**src/rtl/softmax_pkg.sv**
```systemverilog
// Shared definitions for the softmax numerator sequencer: FSM encoding, LUT geometry
// and the saturating accumulator helper.
package softmax_pkg;

  typedef logic [1:0] state_t;

  localparam state_t IDLE  = 2'd0;
  localparam state_t LOAD  = 2'd1;
  localparam state_t EXP   = 2'd2;
  localparam state_t DRAIN = 2'd3;

  localparam int LUT_MAX_ADDR = 15;
  localparam int LUT_IDX_W    = 5;

  // Accumulator add that pins at 2^width-1 instead of wrapping (width <= 32).
  function automatic logic [31:0] sat_add(input logic [31:0] acc,
                                          input logic [31:0] val,
                                          input int          width);
    logic [32:0] total;
    logic [32:0] limit;
    total = {1'b0, acc} + {1'b0, val};
    limit = (33'd1 << width) - 33'd1;
    return (total > limit) ? limit[31:0] : total[31:0];
  endfunction

endpackage

```
**src/rtl/softmax_exp_ctrl.sv**
```systemverilog
// Softmax numerator sequencer: loads a score vector, finds its max, walks exp_lut to
// produce exp(x_i - max), then streams the numerators out with their saturated sum.
// Optional clamp counter port enabled by defining SOFTMAX_CLAMP_CNT_EN.
module softmax_exp_ctrl
  import softmax_pkg::*;
#(
  parameter  int VEC_LEN   = 16,
  parameter  int IN_W      = 8,
  parameter  int LUT_DEPTH = LUT_MAX_ADDR + 1,
  parameter  int VAL_W     = 16,
  parameter  int SUM_W     = 24,
  localparam int LEN_W     = $clog2(VEC_LEN + 1),
  localparam int ADDR_W    = $clog2(VEC_LEN)
) (
  input  logic                   clk,
  input  logic                   reset,
  input  logic                   start,
  input  logic [LEN_W-1:0]       len,
  input  logic                   in_valid,
  output logic                   in_ready,
  input  logic signed [IN_W-1:0] in_data,
  output logic [LUT_IDX_W-1:0]   lut_index,
  input  logic [VAL_W-1:0]       lut_value,
  output logic                   out_valid,
  input  logic                   out_ready,
  output logic [VAL_W-1:0]       out_data,
  output logic                   out_last,
  output logic                   sum_valid,
  output logic [SUM_W-1:0]       sum,
  output logic                   busy
`ifdef SOFTMAX_CLAMP_CNT_EN
  ,
  output logic [LEN_W-1:0]       clamp_cnt
`endif
);

  state_t                 state_reg, state_next;
  logic [LEN_W-1:0]       len_reg, len_next;
  logic [LEN_W-1:0]       idx_reg, idx_next;
  logic signed [IN_W-1:0] max_reg, max_next;
  logic [SUM_W-1:0]       sum_reg, sum_next;

  logic signed [IN_W-1:0] sbuf [VEC_LEN];
  logic [VAL_W-1:0]       ebuf [VEC_LEN];

  logic [ADDR_W-1:0]      rd_addr, cap_addr;
  logic signed [IN_W:0]   diff;
  logic [IN_W:0]          mag;
  logic                   clamp_hit, exp_issue, exp_capture, start_acc, last_elem;

  // One counter serves as write pointer (LOAD), issue cycle (EXP) and read pointer (DRAIN).
  assign rd_addr     = ADDR_W'(idx_reg);
  assign cap_addr    = ADDR_W'(idx_reg - LEN_W'(1));
  assign diff        = {sbuf[rd_addr][IN_W-1], sbuf[rd_addr]} - {max_reg[IN_W-1], max_reg};
  assign mag         = '0 - $unsigned(diff);
  assign clamp_hit   = mag > (IN_W+1)'(LUT_DEPTH - 1);
  assign exp_issue   = (state_reg == EXP) && (idx_reg != len_reg);
  assign exp_capture = (state_reg == EXP) && (idx_reg != '0);
  assign start_acc   = (state_reg == IDLE) && start && (len != '0);
  assign last_elem   = idx_reg == (len_reg - LEN_W'(1));

  always_comb begin
    state_next = state_reg;
    len_next   = len_reg;
    idx_next   = idx_reg;
    max_next   = max_reg;
    sum_next   = sum_reg;
    case (state_reg)
      IDLE: begin
        if (start_acc) begin
          state_next = LOAD;
          len_next   = (len > LEN_W'(VEC_LEN)) ? LEN_W'(VEC_LEN) : len;
          idx_next   = '0;
          sum_next   = '0;
        end
      end
      LOAD: begin
        if (in_valid) begin
          idx_next = idx_reg + LEN_W'(1);
          if ((idx_reg == '0) || (in_data > max_reg)) max_next = in_data;
          if (last_elem) begin
            state_next = EXP;
            idx_next   = '0;
          end
        end
      end
      EXP: begin
        // The LUT answers one cycle late, so capture trails issue by one step.
        if (exp_capture) sum_next = SUM_W'(sat_add(32'(sum_reg), 32'(lut_value), SUM_W));
        if (idx_reg == len_reg) begin
          state_next = DRAIN;
          idx_next   = '0;
        end else begin
          idx_next = idx_reg + LEN_W'(1);
        end
      end
      default: begin
        if (out_ready) begin
          if (last_elem) begin
            state_next = IDLE;
            idx_next   = '0;
          end else begin
            idx_next = idx_reg + LEN_W'(1);
          end
        end
      end
    endcase
  end

  always_ff @(posedge clk) begin
    if (reset) begin
      state_reg <= IDLE;
      len_reg   <= '0;
      idx_reg   <= '0;
      max_reg   <= '0;
      sum_reg   <= '0;
    end else begin
      state_reg <= state_next;
      len_reg   <= len_next;
      idx_reg   <= idx_next;
      max_reg   <= max_next;
      sum_reg   <= sum_next;
    end
  end

  always_ff @(posedge clk) begin
    if ((state_reg == LOAD) && in_valid) sbuf[rd_addr] <= in_data;
  end

  always_ff @(posedge clk) begin
    if (exp_capture) ebuf[cap_addr] <= lut_value;
  end

`ifdef SOFTMAX_CLAMP_CNT_EN
  logic [LEN_W-1:0] clamp_cnt_reg;

  always_ff @(posedge clk) begin
    if (reset || start_acc) begin
      clamp_cnt_reg <= '0;
    end else if (exp_issue && clamp_hit) begin
      clamp_cnt_reg <= clamp_cnt_reg + LEN_W'(1);
    end
  end

  assign clamp_cnt = clamp_cnt_reg;
`endif

  assign lut_index = exp_issue ? (clamp_hit ? LUT_IDX_W'(LUT_DEPTH - 1) : LUT_IDX_W'(mag))
                               : '0;
  assign in_ready  = state_reg == LOAD;
  assign busy      = state_reg != IDLE;
  assign out_valid = state_reg == DRAIN;
  assign sum_valid = state_reg == DRAIN;
  assign out_data  = out_valid ? ebuf[rd_addr] : '0;
  assign out_last  = out_valid && last_elem;
  assign sum       = sum_reg;

endmodule

```
**config.mk**
```make
export PLATFORM = sky130hd
export DESIGN_NAME = softmax_exp_ctrl
export DESIGN_NICKNAME = d
export VERILOG_FILES = /design/src/rtl/softmax_pkg.sv /design/src/rtl/softmax_exp_ctrl.sv
export SDC_FILE = /design/constraint.sdc
export NUM_CORES = 1
export LEC_CHECK = 0
export ABC_CLOCK_PERIOD_IN_PS = 3600
export BUFFER_PORTS_ARGS = -buffer_cell sky130_fd_sc_hd__buf_2
export CAP_MARGIN = 10
export CORE_MARGIN = 3
export CORE_UTILIZATION = 55
export CTS_CLUSTER_DIAMETER = 120
export CTS_CLUSTER_SIZE = 8
export DETAILED_ROUTE_END_ITERATION = 10
export HOLD_SLACK_MARGIN = 0.15
export PLACE_DENSITY = 0.75
export SYNTH_ARGS = -nofsm -noshare
export SYNTH_HDL_FRONTEND = slang
export SYNTH_SLANG_ARGS = --single-unit
```
**constraint.sdc**
```tcl
create_clock -name clk -period 3.6 [get_ports clk]
set_clock_uncertainty 0.05 [all_clocks]
set_input_delay 0.54 -clock clk [delete_from_list [all_inputs] [get_ports clk]]
set_output_delay 0.54 -clock clk [all_outputs]
set_load 0.03 [all_outputs]
```
=== After elaboration in Yosys (flattened, before gate mapping) ===
Memories as Yosys holds them, arrays and structs flattened. A register that Yosys moved wholly into a read port is not among the register bits.
Cells that the tools add are included.

* Register bits: 44
* Bits in latches: 0
* Bits in read-only memories: 0
* Word-level logic and storage cells: 77
* Bits of input ports: 34
* Memories: 2
* Memory bits (writable): 384

* $add $sub $neg: 6
* Magnitude comparators: 4
* Eq/ne operators: 11
* Div/mod/pow operators: 0
* Bitwise operators: 0
* Shift-type cells: 0
* Muxes and demuxes: 29
* Multipliers: 0
* Reductions and logical operators: 20

{| class="wikitable"
|+ Memory list
! memory !! depth !! bits a word !! rd ports !! clocked after memory_dff !! write ports !! line !! source
|-
| ebuf || 16 || 16 || 1 || 1 || 1 || softmax_exp_ctrl.sv:44 || <nowiki>logic [VAL_W-1:0] ebuf [VEC_LEN];</nowiki>
|-
| sbuf || 16 || 8 || 1 || 1 || 1 || softmax_exp_ctrl.sv:43 || <nowiki>logic signed [IN_W-1:0] sbuf [VEC_LEN];</nowiki>
|}

{| class="wikitable"
|+ Operators with widths
! operator !! number
|-
| two-way mux 24 bit || 3
|-
| case mux 24 bit (2 select lines) || 1
|-
| two-way mux 5 bit || 8
|-
| adder 24 x 16 -> 25 bit || 1
|-
| greater-than comparator 25 x 24 -> 1 bit (second input constant) || 1
|-
| two-way mux 16 bit || 1
|-
| two-way mux 4 bit || 4
|-
| case mux 5 bit (3 select lines) || 1
|-
| two-way mux 2 bit || 6
|-
| == test 5 bit || 2
|-
| nonzero test 5 bit || 2
|-
| greater-than comparator 9 x 4 -> 1 bit (second input constant) || 1
|-
| AND reduction 3 bit || 3
|-
| subtractor 1 x 9 -> 9 bit (first input constant) || 1
|-
| subtractor 8 x 8 -> 9 bit || 1
|-
| greater-than comparator 8 bit || 1
|-
| logical AND 1 bit || 6
|-
| != test 2 bit (second input constant) || 3
|-
| case mux 2 bit (3 select lines) || 1
|-
| AND reduction 6 bit || 1
|-
| adder 5 x 1 -> 5 bit (second input constant) || 1
|-
| greater-than comparator 5 bit (second input constant) || 1
|-
| zero test 5 bit || 1
|-
| != test 5 bit || 1
|-
| other kinds (12) || 18
|}

=== Logic depth before layout (Yosys ltp) ===
Gate-level depths: netlist of run 1.

* Word-level depth: 7
* Mapped depth: 14

=== Least setup slack after synthesis of run 1 ===
No wires, ideal clock.

* Path type: register to output
* Start: register with a tool-made name
* End: output port lut_index[0]
* Buffers on the path: 3
* Setup slack: -0.562 ns
* Cell stages (with the launch flop): 15
* Required time: 3.010 ns
* Arrival time: 3.572 ns
* Cell sequence: dfxtp_1 clkbuf_1 buf_2 buf_1 mux4_2 mux4_2 inv_1 ha_1 nor2b_1 o21ai_0 a21oi_1 o311ai_0 o31a_1 nor3_1 a21oi_1

{| class="wikitable"
|+ RTL lines
! element !! line !! source
|-
| end, declared || softmax_exp_ctrl.sv:22 || <nowiki>output logic [LUT_IDX_W-1:0] lut_index,</nowiki>
|}

==> summary.md, run 1 <==
| Metric | Value |
|---|---|
| DR vias/cell | 6.374 |
| Skew-Pair Late Insertion Delay | 0.60 ns |
| Drt drc | 0 |
| I/O Pins | 84 |
| Site Rows | 66 |
| Cell with the most instances after synthesis | edfxtp_1 |
| Area Overhead vs Synth | 19.08% |
| RSZ-0062 raised after global routing | yes |
| Ys flop type | edfxtp_1 |
| Pwr Density | 644.5 mW/mm² |
| Failing checks | negative setup slack |
| R2R Setup Slk | 0.74 ns |
| Setup TNS | -3.416 ns |
| CP Class | flop to output pin |
| Min Tclk post-route | 4.363 ns |
| Top post-synthesis cells by area | edfxtp_1 62%, mux4_2 15%, dfxtp_1 5.2%, ha_1 3.0%, nor2_1 1.4% |
| WP data required | 3.01 ns |
| Placer Congestion | 0.8256 |
| Drt initial violations | 1190 |
| Sequential-to-total area share from yosys stat | 67.51% |
| Root buffer cell | clkbuf_16 |
| Final Hold Vio Count | 0 |
| Post-synth top cells | 384 x edfxtp_1, 120 x mux4_2, 68 x nor2_1 |
| Crit start category | flop |
| Max Clock Freq | 229.2 MHz |
| Yosys cell types | 71 |
| Compound-Gate Fraction of Synth Area | 4.767% |
| Ratio of cells with drive above 1 in the final layout | 33.23% |
| Final Cell Area | 0.02203 mm² |
| N_diodes | 0 |
| Syn Area/Cell | 17.29 µm² |
| Post-DP Area | 0.01979 mm² |
| Leak Pwr | 7.507 nW |
| CP Data Arrival Time | 3.77 ns |
| Max reg flops | 256 |
| Multiplexer share of the synthesized area | 15.20% |
| Top-area cell type share of the netlist area | 62.32% |
| Max IR drop VDD | 0.4715 mV |
| Area leader, netlist | edfxtp_1 |
| Outcome | complete, but fails checks |
| Half-perimeter wire length after placement | 26.03 mm |
| Slew Limit Fails | 0 |
| Sink Count | 432 |
| First-pass DRT Iterations | 5 |
| Clock tree from TritonCTS | done |
| Register bit total from synthesis | 432 |
| Post-route worst setup slack | -0.7629 ns |
| Initial antenna violation count | 0 |
| Post-Synth XOR/XNOR Area | 1.183% |
| Vias | 10890 |
| Tcrit/Tclk final | 121.2% |
| Clk buf depth | 3 |
| Initial Utilization | 56.30% |
| Core Area | 0.03287 mm² |
| Main combinational cell family by area after synthesis | multiplexers |
| Clock transition at path regs | 0.05 ns |
| Die W | 189.4 µm |
| Post-Synthesis Cells | 1070 |
| I/O Buffers | 82 |
| Cells after DPL | 1603 |
| Num CTS Buffers | 59 |
| Slew Limit Headroom | 14.35% |
| GRT Resource Usage Total | 26.33% |
| Number of global-route vias before repair | 10980 |
| Hold buffers post-CTS | 0 |
| Total congestion overflow | 0 |
| Synth Area in Simple Gates | 5.883% |
| Die height | 189.4 µm |
| EDFF count, synth | 384 |
| Pin count of the biggest net entering global routing | 50 |
| Final Setup Violations | 11 |
| Synth Area in Adders | 3.259% |
| Final #Nets | 1324 |
| Drt total wl | 47.07 mm |
| Fraction of registers with async set or reset after synthesis | 0% |
| First-pass GRT wire length | 69.94 mm |
| Die area | 0.03588 mm² |
| Cell area after synthesis | 0.01850 mm² |
| Post-Layout Cell Count | 1709 |
| CTS H-tree depth | 2 |
| CP max FO | 5 |
| Min-Delay Path Class | input port to flop |
| Routed WL per cell | 27.54 µm |
| YS warnings | 0 |
| Critical Path End Type | output pin |
| DRT antenna net count | 0 |
| Max Cap Viol | 0 |
| Worst slew pin tran | 1.280 ns |
| Syn_nets | 1151 |
layout by cell type (no fill, tap or decap), drive strengths merged, types with 3 or more instances in the layout:
cell type  instances
edfxtp           384
a211oi             4
clkinv             3
a21o               7
xnor2             17
nand2b             6
mux4             120
nor3b              3
o21bai             3
nand3             12
xor2               8
nand4              8
a21oi             30
nor2b              9
nand3b             3
o21ai             32
nor3              21
clkbuf            86
ha                45
nor2              68
a211o              4
mux2i             11
or3                4
o31a               4
nand4b             3
nand2             55
o21a               7
inv               33
o211ai             9
a31oi              6
dfxtp             48
buf              160
and2              20
final timing paths:
| check | startpoint | to | cells past startpoint |
|---|---|---|---|
| setup / recovery | flop | lut_index[2] | 13 |
| setup reg to reg | idx_reg[0] | ebuf[2][11] | 7 |
| hold reg to reg | sum[6] | sum[6] | 2 |
| hold / removal | len[0] | len_reg[0] | 3 |
where the power goes:
group | internal, mW | total, mW | leakage [nW] | switching (mW)
clock | 2.97 | 5.01 | 0.784 | 2.04
sequential | 5.55 | 5.64 | 3.84 | 0.0888
combinational | 1.85 | 3.55 | 2.88 | 1.71
critical path: stages, from the launching register on:
cell and delay, ns:
dfxtp_4 0.39, buf_12 0.13, buf_16 0.12, buf_4 0.12
mux4_2 0.52, mux4_2 0.51, inv_1 0.17, ha_1 0.29
o21a_1 0.12, o31a_1 0.26, nor3_4 0.20, buf_12 0.15
a21oi_4 0.05, buf_6 0.14
routing by layer:
layer | GRT usage (%) | share of wire, % | up-vias | wire length [µm]
met5 | 0 | 0 | - | 0
met4 | 8.672 | 3.0 | 0 | 1398
met3 | 5.758 | 9.7 | 106 | 4572
met2 | 42.33 | 49 | 705 | 23150
met1 | 36.41 | 38 | 5492 | 17950
li1 | - | - | 4591 | -
cell families after synthesis:
logic type	after synthesis
compound gates	127
xor+xnor	25
buf+inv	85
flops	432
other cells	1
simple gates	222
mux	131
fa+ha+maj	47
per-stage QoR:
step           hold WS (ns)  worst slack, ns  total power, mW  util, %
5_1_grt              0.1971          -0.8845            14.72    67.04
4_1_cts              0.1827          -0.8180            13.91    66.08
3_5_place_dp         0.3995          -0.4296            8.543    60.23
3_3_place_gp         0.3952          -0.4142            8.503    60.23
2_1_floorplan        0.4189          -0.1981            7.870        -
6_report             0.2025          -0.7629            14.20    67.04
cell type report:
class	count	area, µm²
Clock buffer	82	1563
Clock inverter	3	76.32
Fill cell	2155	10830
Inverter	33	126.4
Multi-Input combinational cell	553	5847
Sequential cell	432	12500
Tap cell	442	553.0
Timing Repair Buffer	164	1366
timing repair:
item | in CTS | in global routing
buffers inserted | 12 | 3
pin swaps | 7 | 7
setup endpoints to repair | 20 | 20
endpoints found under the hold margin | 0 | 0
gates cloned | 1 | 5
resized for setup | 41 | 53
(Power assumes the default switching activity.)
==> inputs of run 2 (changes only) <==
Settings changed: CORE_ASPECT_RATIO set to 0.8, SKIP_CTS_REPAIR_TIMING set to 1.
==> summary.md, run 2 (same netlist as run 1, synthesis figures left out) <==
| Metric | Value |
|---|---|
| Outcome | complete, but fails checks (unchanged) |
| Failing checks | negative setup slack (unchanged) |
| Tot Pwr | 13.75 mW (was 14.20 mW) |
| Most frequent cells in the layout | 384 x edfxtp_1, 120 x mux4_2, 78 x buf_2 (was 384 x edfxtp_1, 120 x mux4_2, 71 x buf_2) |
| Max IR drop VDD | 0.4377 mV (was 0.4715 mV) |
| Post-DP Area | 0.01981 mm² (was 0.01979 mm²) |
| Initial antenna violation count | 1 (was 0) |
| Num CTS Buffers | 59 (unchanged) |
| Slew Limit Headroom | 33.86% (was 14.35%) |
| Drt initial violations | 1220 (was 1190) |
| N_diodes | 0 (unchanged) |
| WP data required | 3.01 ns (about the same) |
| Pwr Density | 632.9 mW/mm² (was 644.5 mW/mm²) |
| Worst Hold End | len_reg[3] (was len_reg[0]) |
| DR vias/cell | 6.307 (was 6.374) |
| Clock transition at path regs | 0.05 ns (about the same) |
| Routed WL per cell | 26.21 µm (was 27.54 µm) |
| Clock tree from TritonCTS | done (unchanged) |
| Pin count of the biggest net entering global routing | 65 (was 50) |
| Half-perimeter wire length after placement | 26.89 mm (was 26.03 mm) |
| Setup TNS | -5.401 ns (was -3.416 ns) |
| Commonest non-fill, non-tap cell in the layout | edfxtp_1 (unchanged) |
| Placer Congestion | 0.8094 (was 0.8256) |
| Reg2reg path depth | 9 (was 7) |
| First-pass GRT wire length | 66.32 mm (was 69.94 mm) |
| Initial Utilization | 56.32% (was 56.30%) |
| Leak Pwr | 7.445 nW (was 7.507 nW) |
| Max reg flops | 256 (unchanged) |
| DRT antenna net count | 0 (unchanged) |
| Ratio of cells with drive above 1 in the final layout | 31.06% (was 33.23%) |
| Site Rows | 59 (was 66) |
| I/O Pins | 84 (unchanged) |
| Root buffer cell | clkbuf_16 (unchanged) |
| Drt total wl | 44.61 mm (was 47.07 mm) |
| Tcrit/Tclk final | 124.1% (was 121.2%) |
| Final hold slack | 0.2003 ns (was 0.2025 ns) |
| Die height | 170.1 µm (was 189.4 µm) |
| Hold path cells | 3 (unchanged) |
| R2R Setup Slk | 0.38 ns (was 0.74 ns) |
| Post-route worst setup slack | -0.8687 ns (was -0.7629 ns) |
| R2r endpoint | sum[19] (was ebuf[2][11]) |
| Worst slew pin tran | 0.9900 ns (was 1.280 ns) |
| Core Area | 0.03285 mm² (was 0.03287 mm²) |
| Final Setup Violations | 12 (was 11) |
| GRT Resource Usage Total | 24.97% (was 26.33%) |
| Total congestion overflow | 0 (unchanged) |
| CTS H-tree depth | 2 (unchanged) |
| Vias | 10740 (was 10890) |
| Min-Delay Path Class | input port to flop (unchanged) |
| Fillers | 2151 (was 2155) |
| Crit start category | flop (unchanged) |
| Max Cap Viol | 0 (unchanged) |
| FF-to-FF Start | idx_reg[0] (unchanged) |
| Sink Count | 432 (unchanged) |
| CP Data Arrival Time | 3.88 ns (was 3.77 ns) |
| Final Cell Area | 0.02173 mm² (was 0.02203 mm²) |
| Drt drc | 0 (unchanged) |
| Max Clock Freq | 223.8 MHz (was 229.2 MHz) |
| RSZ-0062 raised after global routing | yes (unchanged) |
| Die area | 0.03589 mm² (was 0.03588 mm²) |
| Number of global-route vias before repair | 10730 (was 10980) |
| HP Start | len[3] (was len[0]) |
| First-pass DRT Iterations | 5 (unchanged) |
| Skew-Pair Late Insertion Delay | 0.59 ns (was 0.60 ns) |
| Final #Nets | 1321 (was 1324) |
| Final Util | 66.14% (was 67.04%) |
| CP max FO | 11 (was 5) |
| Clk buf depth | 3 (unchanged) |
| CP Class | flop to output pin (unchanged) |
| Slew Limit Fails | 0 (unchanged) |
| Area Overhead vs Synth | 17.42% (was 19.08%) |
| Final Hold Vio Count | 0 (unchanged) |
| Min Tclk post-route | 4.469 ns (was 4.363 ns) |
| Die W | 211.1 µm (was 189.4 µm) |
| I/O Buffers | 82 (unchanged) |
| Critical Path End Type | output pin (unchanged) |
## run 2: cell count changes in the layout (fill, tap and decap cells not counted), moves of 4 or more
cell	previous run	this run
clkbuf_1	23	34
buf_6	16	7
buf_4	60	68
and2_1	13	20
and2_4	7	0
buf_2	71	78
inv_1	26	31
ha_1	39	43
inv_2	6	2
## run 2: power breakdown
part	switching (mW)	leakage [nW]	internal [mW]	total, mW
logic	1.55	2.81	1.56	3.11
clock network	1.99	0.790	3.01	5.00
registers	0.0887	3.84	5.55	5.64
## run 2: through the flow
step	std cells	worst slack, ns
finish	1702	-0.8687
global route	1702	-0.9454
CTS	1688	-0.9610
detailed placement	1592	-0.3476
global placement	1592	-0.2656
floorplan	1070	-0.1981
## run 2: worst max-delay path by stage
| stage | startpoint | end | slack (ns) | cells after the start |
|---|---|---|---|---|
| 2_1_floorplan | flop | lut_index[0] | -0.20 | 14 |
| 3_3_place_gp | flop | lut_index[3] | -0.27 | 13 |
| 3_5_place_dp | flop | lut_index[2] | -0.35 | 13 |
| 4_1_cts | flop | lut_index[2] | -0.96 | 13 |
| 5_1_grt | flop | lut_index[3] | -0.95 | 14 |
| 6_report | flop | lut_index[3] | -0.87 | 14 |
## run 2: final cells by class
cell class | count | area, µm² | share of cell area, %
Sequential cell | 432 | 12500 | 57.54
Multi-Input combinational cell | 553 | 5757 | 26.50
Clock buffer | 93 | 1604 | 7.383
Timing Repair Buffer | 161 | 1151 | 5.298
Tap cell | 427 | 534.3 | 2.459
Inverter | 33 | 123.9 | 0.5701
Clock inverter | 3 | 55.05 | 0.2534
## run 2: critical path: stages (launching register included)
cell       delay [ns]
dfxtp_4          0.40
buf_4            0.17
clkbuf_16        0.18
mux4_2           0.52
mux4_2           0.49
inv_1            0.09
ha_1             0.27
nor2_1           0.16
nand2_1          0.06
o21ai_0          0.26
a31oi_2          0.11
nor3_4           0.23
buf_12           0.16
a21oi_4          0.06
buf_6            0.14
## run 2: layer usage
metal / GRT usage, % / part of all wire (%)
met5: 0 / 0.029
met4: 7.596 / 2.4
met3: 6.266 / 10
met2: 37.76 / 46
met1: 36.65 / 41
